<file path="config.mk">
export PLATFORM = sky130hd
export DESIGN_NAME = embark_ifetch
export DESIGN_NICKNAME = d
export VERILOG_FILES = /design/src/rtl/embark_ifetch.sv
export SDC_FILE = /design/constraint.sdc
export NUM_CORES = 1
export LEC_CHECK = 0
export ABC_AREA = 1
export CAP_MARGIN = 5
export CORE_MARGIN = 4
export CORE_UTILIZATION = 30
export DETAILED_ROUTE_END_ITERATION = 8
export GPL_TIMING_DRIVEN = 1
export RECOVER_POWER = 25
export REMOVE_ABC_BUFFERS = 1
export SYNTH_ARGS = -nofsm -noshare
export SYNTH_HDL_FRONTEND = slang
export SYNTH_SLANG_ARGS = --single-unit
</file>
<file path="constraint.sdc">
create_clock -name clock -period 3.1 [get_ports clock]
set_input_delay 0.62 -clock clock [delete_from_list [all_inputs] [get_ports clock]]
set_output_delay 0.62 -clock clock [all_outputs]
set_load 0.1 [all_outputs]
</file>
<file path="src/rtl/embark_ifetch.sv">
// embark_ifetch: instruction fetch front end with a credit-limited request
// stream, a fixed-latency in-flight tracker and a prefetch FIFO to decode.
//
// Decode handshake: inst_valid means the FIFO head (inst_data/inst_pc) is
// presented. An instruction is consumed on a rising clock edge where
// inst_valid and inst_ready are both 1. While inst_ready is 0, the head
// stays stable until it is accepted or a redirect flushes it. inst_valid
// never depends on inst_ready.
module embark_ifetch #(
  parameter int                   MEM_DEPTH     = 16,
  parameter logic [MEM_DEPTH-1:0] PC_START_ADDR = '0,
  parameter int                   FIFO_DEPTH    = 4,
  parameter int                   MEM_LATENCY   = 1
) (
  input  logic                 clock,
  input  logic                 reset,
  output logic                 imem_req,
  output logic [MEM_DEPTH-1:0] imem_addr,
  input  logic [31:0]          imem_rdata,
  input  logic                 redirect_valid,
  input  logic [MEM_DEPTH-1:0] redirect_pc,
  output logic                 inst_valid,
  input  logic                 inst_ready,
  output logic [31:0]          inst_data,
  output logic [MEM_DEPTH-1:0] inst_pc
);

  localparam int PTR_W = (FIFO_DEPTH > 1) ? $clog2(FIFO_DEPTH) : 1;
  localparam int CNT_W = $clog2(FIFO_DEPTH + MEM_LATENCY + 1) + 1;
  localparam logic [MEM_DEPTH-1:0] PC_STEP   = MEM_DEPTH'(4);
  localparam logic [CNT_W-1:0]     FIFO_CAP  = CNT_W'(FIFO_DEPTH);

  // Fetch PC
  logic [MEM_DEPTH-1:0] pc_q, pc_d;

  // In-flight shift pipeline: stage i holds a request issued i+1 cycles ago
  logic [MEM_LATENCY-1:0] inf_valid_q, inf_valid_d;
  logic [MEM_DEPTH-1:0]   inf_pc_q [MEM_LATENCY];
  logic [MEM_DEPTH-1:0]   inf_pc_d [MEM_LATENCY];

  // Prefetch FIFO storage and pointers
  logic [31:0]          fifo_data_q [FIFO_DEPTH];
  logic [31:0]          fifo_data_d [FIFO_DEPTH];
  logic [MEM_DEPTH-1:0] fifo_pc_q   [FIFO_DEPTH];
  logic [MEM_DEPTH-1:0] fifo_pc_d   [FIFO_DEPTH];
  logic [PTR_W-1:0]     rd_ptr_q, rd_ptr_d;
  logic [PTR_W-1:0]     wr_ptr_q, wr_ptr_d;
  logic [CNT_W-1:0]     count_q, count_d;

  // Derived control
  logic [CNT_W-1:0] inflight_cnt;
  logic [CNT_W-1:0] credit_used;
  logic             req_int;
  logic             fifo_empty;
  logic             fifo_full;
  logic             push;
  logic             pop;

  // Count valid in-flight stages from registered state only
  always_comb begin
    inflight_cnt = '0;
    for (int i = 0; i < MEM_LATENCY; i++) begin
      inflight_cnt = inflight_cnt + CNT_W'(inf_valid_q[i]);
    end
  end

  // Credit check, FIFO status and handshake strobes
  always_comb begin
    credit_used = count_q + inflight_cnt;
    req_int     = !redirect_valid && (credit_used < FIFO_CAP);
    fifo_empty  = (count_q == '0);
    fifo_full   = (count_q == FIFO_CAP);
    pop         = !fifo_empty && inst_ready;
    // A response whose request is being squashed this cycle is dropped
    push        = inf_valid_q[MEM_LATENCY-1] && !redirect_valid;
  end

  // Outputs: forced to reset values while reset is held
  always_comb begin
    imem_req   = req_int && !reset;
    imem_addr  = reset ? PC_START_ADDR : pc_q;
    inst_valid = !fifo_empty && !reset;
    inst_data  = inst_valid ? fifo_data_q[rd_ptr_q] : '0;
    inst_pc    = inst_valid ? fifo_pc_q[rd_ptr_q] : '0;
  end

  // Next fetch PC: redirect wins, otherwise advance on each issued request
  always_comb begin
    pc_d = pc_q;
    if (redirect_valid) begin
      pc_d = redirect_pc;
    end else if (req_int) begin
      pc_d = pc_q + PC_STEP;
    end
  end

  // In-flight pipeline shift; a redirect invalidates every stage
  always_comb begin
    inf_valid_d    = '0;
    inf_pc_d       = inf_pc_q;
    inf_valid_d[0] = req_int;
    inf_pc_d[0]    = pc_q;
    for (int i = 1; i < MEM_LATENCY; i++) begin
      inf_valid_d[i] = inf_valid_q[i-1];
      inf_pc_d[i]    = inf_pc_q[i-1];
    end
    if (redirect_valid) begin
      inf_valid_d = '0;
    end
  end

  // FIFO write/read/count; flush after the head handshake on redirect
  always_comb begin
    fifo_data_d = fifo_data_q;
    fifo_pc_d   = fifo_pc_q;
    rd_ptr_d    = rd_ptr_q;
    wr_ptr_d    = wr_ptr_q;
    count_d     = count_q;
    if (push) begin
      fifo_data_d[wr_ptr_q] = imem_rdata;
      fifo_pc_d[wr_ptr_q]   = inf_pc_q[MEM_LATENCY-1];
      wr_ptr_d              = wr_ptr_q + PTR_W'(1);
    end
    if (pop) begin
      rd_ptr_d = rd_ptr_q + PTR_W'(1);
    end
    case ({push, pop})
      2'b10:   count_d = count_q + CNT_W'(1);
      2'b01:   count_d = count_q - CNT_W'(1);
      default: count_d = count_q;
    endcase
    if (redirect_valid) begin
      rd_ptr_d = '0;
      wr_ptr_d = '0;
      count_d  = '0;
    end
  end

  // State registers with synchronous reset
  always_ff @(posedge clock) begin
    if (reset) begin
      pc_q        <= PC_START_ADDR;
      inf_valid_q <= '0;
      rd_ptr_q    <= '0;
      wr_ptr_q    <= '0;
      count_q     <= '0;
      for (int i = 0; i < MEM_LATENCY; i++) begin
        inf_pc_q[i] <= '0;
      end
      for (int i = 0; i < FIFO_DEPTH; i++) begin
        fifo_data_q[i] <= '0;
        fifo_pc_q[i]   <= '0;
      end
    end else begin
      pc_q        <= pc_d;
      inf_valid_q <= inf_valid_d;
      inf_pc_q    <= inf_pc_d;
      rd_ptr_q    <= rd_ptr_d;
      wr_ptr_q    <= wr_ptr_d;
      count_q     <= count_d;
      fifo_data_q <= fifo_data_d;
      fifo_pc_q   <= fifo_pc_d;
    end
  end

  // The credit scheme must make a push into a full FIFO impossible
  fifo_no_overflow: assert property (
    @(posedge clock) disable iff (reset) !(push && fifo_full && !pop)
  );

endmodule

</file>
==> flow_metrics.py <==
metrics = {
    "pwr": {
        "peakVddDrop_v": 0.0003296,
        "power_frac_clock": 0.462,
        "sw_frac_of_total": 0.2448,
        "power.switching_mw": 1.701,
        "pwr-share-seq": 0.444,
        "leakage_nw": 4.362,
        "p_int_mw": 5.246,
        "pwr-share-comb": 0.094,
        "power.density_mw_per_mm2": 528.0,
    },
    "drt": {
        "drc": 0,
        "wl_met1_um": 14120,
        "totalWireLength_um": 31440,
        "vias_per_cell": 5.021,
        "wl_met2_um": 14630,
        "via_count": 9621,
        "dr.pass1.iters": 7,
        "routed.top_layer": "met4",
        "avgRoutedWirePerCell_um": 16.41,
        "met3WireLength_um": 2071,
        "first_iter_violations": 640,
        "postRouteAntennaNets": 0,
    },
    "synthesis": {
        "seq_area_frac_synth": 0.4555,
        "synthesis.area_sq_mm": 0.01024,
        "avgSynthCellArea_sq_um": 7.368,
        "synth.distinct_cells": 30,
        "yosysWarnings": 0,
        "synth-seq-cells": 233,
        "syn-instance-count": 1390,
    },
    "sta": {
        "fin_crit_sh": 0.9511,
        "min_period_ns": 2.948,
        "hold_viol_final": 0,
        "finalSetupViolations": 0,
        "fin_tns_setup_ns": 0,
        "fin_ws_ns": 0.1517,
        "worstMarginPinSlew_ns": 2.135,
        "holdWs_ns": 0.4501,
        "fin_skew_ns": 0.007484,
        "relSlewSlack": -0.4236,
        "rsz0062_at_grt": "false",
        "slew_viol_final": 109,
        "max_freq_mhz": 339.2,
    },
    "clock_network": {
        "cts.sinks": 233,
        "clock-root-buffer": "clkbuf_16",
        "clock_path_buffers": 3,
        "clock_latency_ns": 0.52,
        "cts_made_buffers": 26,
        "clkTransAtPathRegs_ns": 0.06,
        "cts_tree": "done",
        "postCtsSetupBuffers": 0,
        "cts.hold.buffers_added": 0,
        "h-tree-depth": 1,
    },
    "floorplan": {
        "io_pins": 118,
        "die_height_um": 192.8,
        "initial_core_util": 0.3046,
        "core-area_sq_mm": 0.03362,
        "die_w_um": 192.8,
        "num_rows": 67,
        "die_area_sq_mm": 0.03716,
    },
    "critical_path": {
        "crit_required_ns": 3.47,
        "crit_type": "input pin to flop",
        "cp_data_arrival_time_ns": 3.32,
        "critPathTopFamily": "buffers and inverters",
        "slowest_stage": "clkbuf_4",
        "crit_path_max_incr_delay_ns": 0.99,
        "critPathLaunchType": "input pin",
        "crit_fanout": 100,
        "setup.worst_path.end_class": "flop",
        "r2r.worst_path.cells": 7,
        "worstPathCellList": "dlygate4sd3_1, nor2_4, clkbuf_4, nand2_2, clkbuf_2, nand2_1, a21oi_1",
        "cp_num_buf_inv": 3,
        "cp_num_cells": 7,
    },
    "final_layout": {
        "layout.nets": 1509,
        "drive_gt1_frac": 0.1056,
        "regArea_sq_mm": 0.004669,
        "diodes": 0,
        "final_cells": 1916,
        "multiInputGateArea_sq_mm": 0.004441,
        "final_util": 0.3914,
        "final_cell_mix": "349 x a21oi_1, 231 x dfxtp_1, 192 x o21ai_0, 157 x nand2_1, 132 x inv_1",
        "area_growth_pct": 28.47,
        "final_common_cell": "a21oi_1",
        "fillers": 3454,
    },
    "outcome": {
        "outcome": "complete, but fails checks",
        "violations": "max-capacitance violations, max-slew violations",
    },
    "worst_hold_path": {
        "whs_path_depth": 2,
        "hold_class": "flop to flop",
    },
    "placed_design": {
        "dp.cells": 1869,
        "place.detailed.hpwl_um": 19080,
        "place_ws_ns": 0.3812,
        "numPortBuffers": 117,
        "gp_congestion": 0.8498,
    },
    "global_routing": {
        "grt_usage": 0.1648,
        "antenna_found_initial": 0,
        "grt_overflow_total": 0,
        "grt_pass1_wl_um": 49810,
        "grt_pass1_vias": 8909,
        "grt_max_degree": 109,
    },
    "run": {
        "maxCapViolCount": 1,
    },
}
[cells by family after synthesis]
logic type,Yosys count,share of synthesized area
simple gates,336,0.1477
flops,233,0.4555
compound gates,559,0.2746
xor+xnor,3,0.002566
fa+ha+maj,8,0.009774
buf+inv,251,0.1098
[sequential cells by signal, indices dropped and copies added (netlist names)]
signal       cells
rd_ptr_q         2
fifo_pc_q       64
inf_pc_q        16
inf_pc_d        16
wr_ptr_q         2
inf_valid_q      1
count_q          4
fifo_data_q    128
[layout make-up]
type / count / area share
sequential: 233 / 0.3549
multi-input combinational: 906 / 0.3375
timing repair buffer: 146 / 0.1578
clock buffer: 40 / 0.05963
tap: 448 / 0.04261
inverter: 136 / 0.03918
clock inverter: 7 / 0.008369
[what timing repair did]
action                     4_1_cts  5_1_grt
resized for setup                2        1
cloned                           0        0
hold endpoints to repair         0        0
setup endpoints to repair        2        1
pin swaps                        1        0
[synth_stat cells]
master | count | share of area
and2_1 | 1 | 0.00061
clkinv_1 | 1 | 0.00037
nand2_4 | 4 | 0.0044
o21ai_1 | 15 | 0.0073
xor2_1 | 3 | 0.0026
inv_2 | 3 | 0.0011
nor2_8 | 1 | 0.0020
nand3_1 | 125 | 0.061
o221ai_1 | 1 | 0.00086
buf_2 | 27 | 0.013
nand2_2 | 2 | 0.0012
nor2_1 | 34 | 0.012
inv_1 | 132 | 0.048
buf_1 | 9 | 0.0033
nor2_2 | 1 | 0.00061
nor3_1 | 3 | 0.0015
nand3_2 | 1 | 0.00098
nor2_4 | 2 | 0.0022
nand3b_1 | 1 | 0.00073
ha_1 | 8 | 0.0098
clkbuf_2 | 2 | 0.00098
buf_6 | 17 | 0.019
nand2_1 | 157 | 0.058
dfxtp_1 | 233 | 0.46
buf_4 | 5 | 0.0037
nand4_1 | 4 | 0.0024
o21ai_0 | 191 | 0.093
clkbuf_1 | 55 | 0.020
a21oi_1 | 351 | 0.17
o21ai_4 | 1 | 0.0016
[power by group through the flow]
stage | registers (mW) | clock network [mW] | logic [mW]
5_1_grt | 3.09 | 3.40 | 0.710
2_1_floorplan | 3.14 | 0 | 0.343
3_3_place_gp | 3.15 | 0 | 0.654
3_5_place_dp | 3.15 | 0 | 0.658
4_1_cts | 3.08 | 3.27 | 0.660
6_report | 3.08 | 3.21 | 0.656
[final timing paths]
path / start / to / slack, ns
setup / recovery: redirect_valid / fifo_data_q[122] / 0.15
hold / removal: fifo_pc_q[26] / fifo_pc_q[26] / 0.45
setup reg to reg: inf_valid_q / fifo_data_q[122] / 0.47
hold reg to reg: fifo_pc_q[26] / fifo_pc_q[26] / 0.45
[worst min-delay path: stages (launching register included)]
cell and delay (ns):
dfxtp_1 0.30, inv_1 0.06, a21oi_1 0.05
[metrics by stage]
step           instance area, sq um  power [mW]
2_1_floorplan                  9627       3.488
3_3_place_gp                  12300       3.802
3_5_place_dp                  12300       3.807
4_1_cts                       13200       7.013
5_1_grt                       13160       7.196
6_report                      13160       6.947
[routing by layer]
layer  GRT usage  up-vias
li1            -     4792
met1      0.2269     4460
met2      0.2724      322
met3     0.02641       47
met4     0.03620        0
met5           0        -
Note: power is estimated with default switching activity, not from simulation.
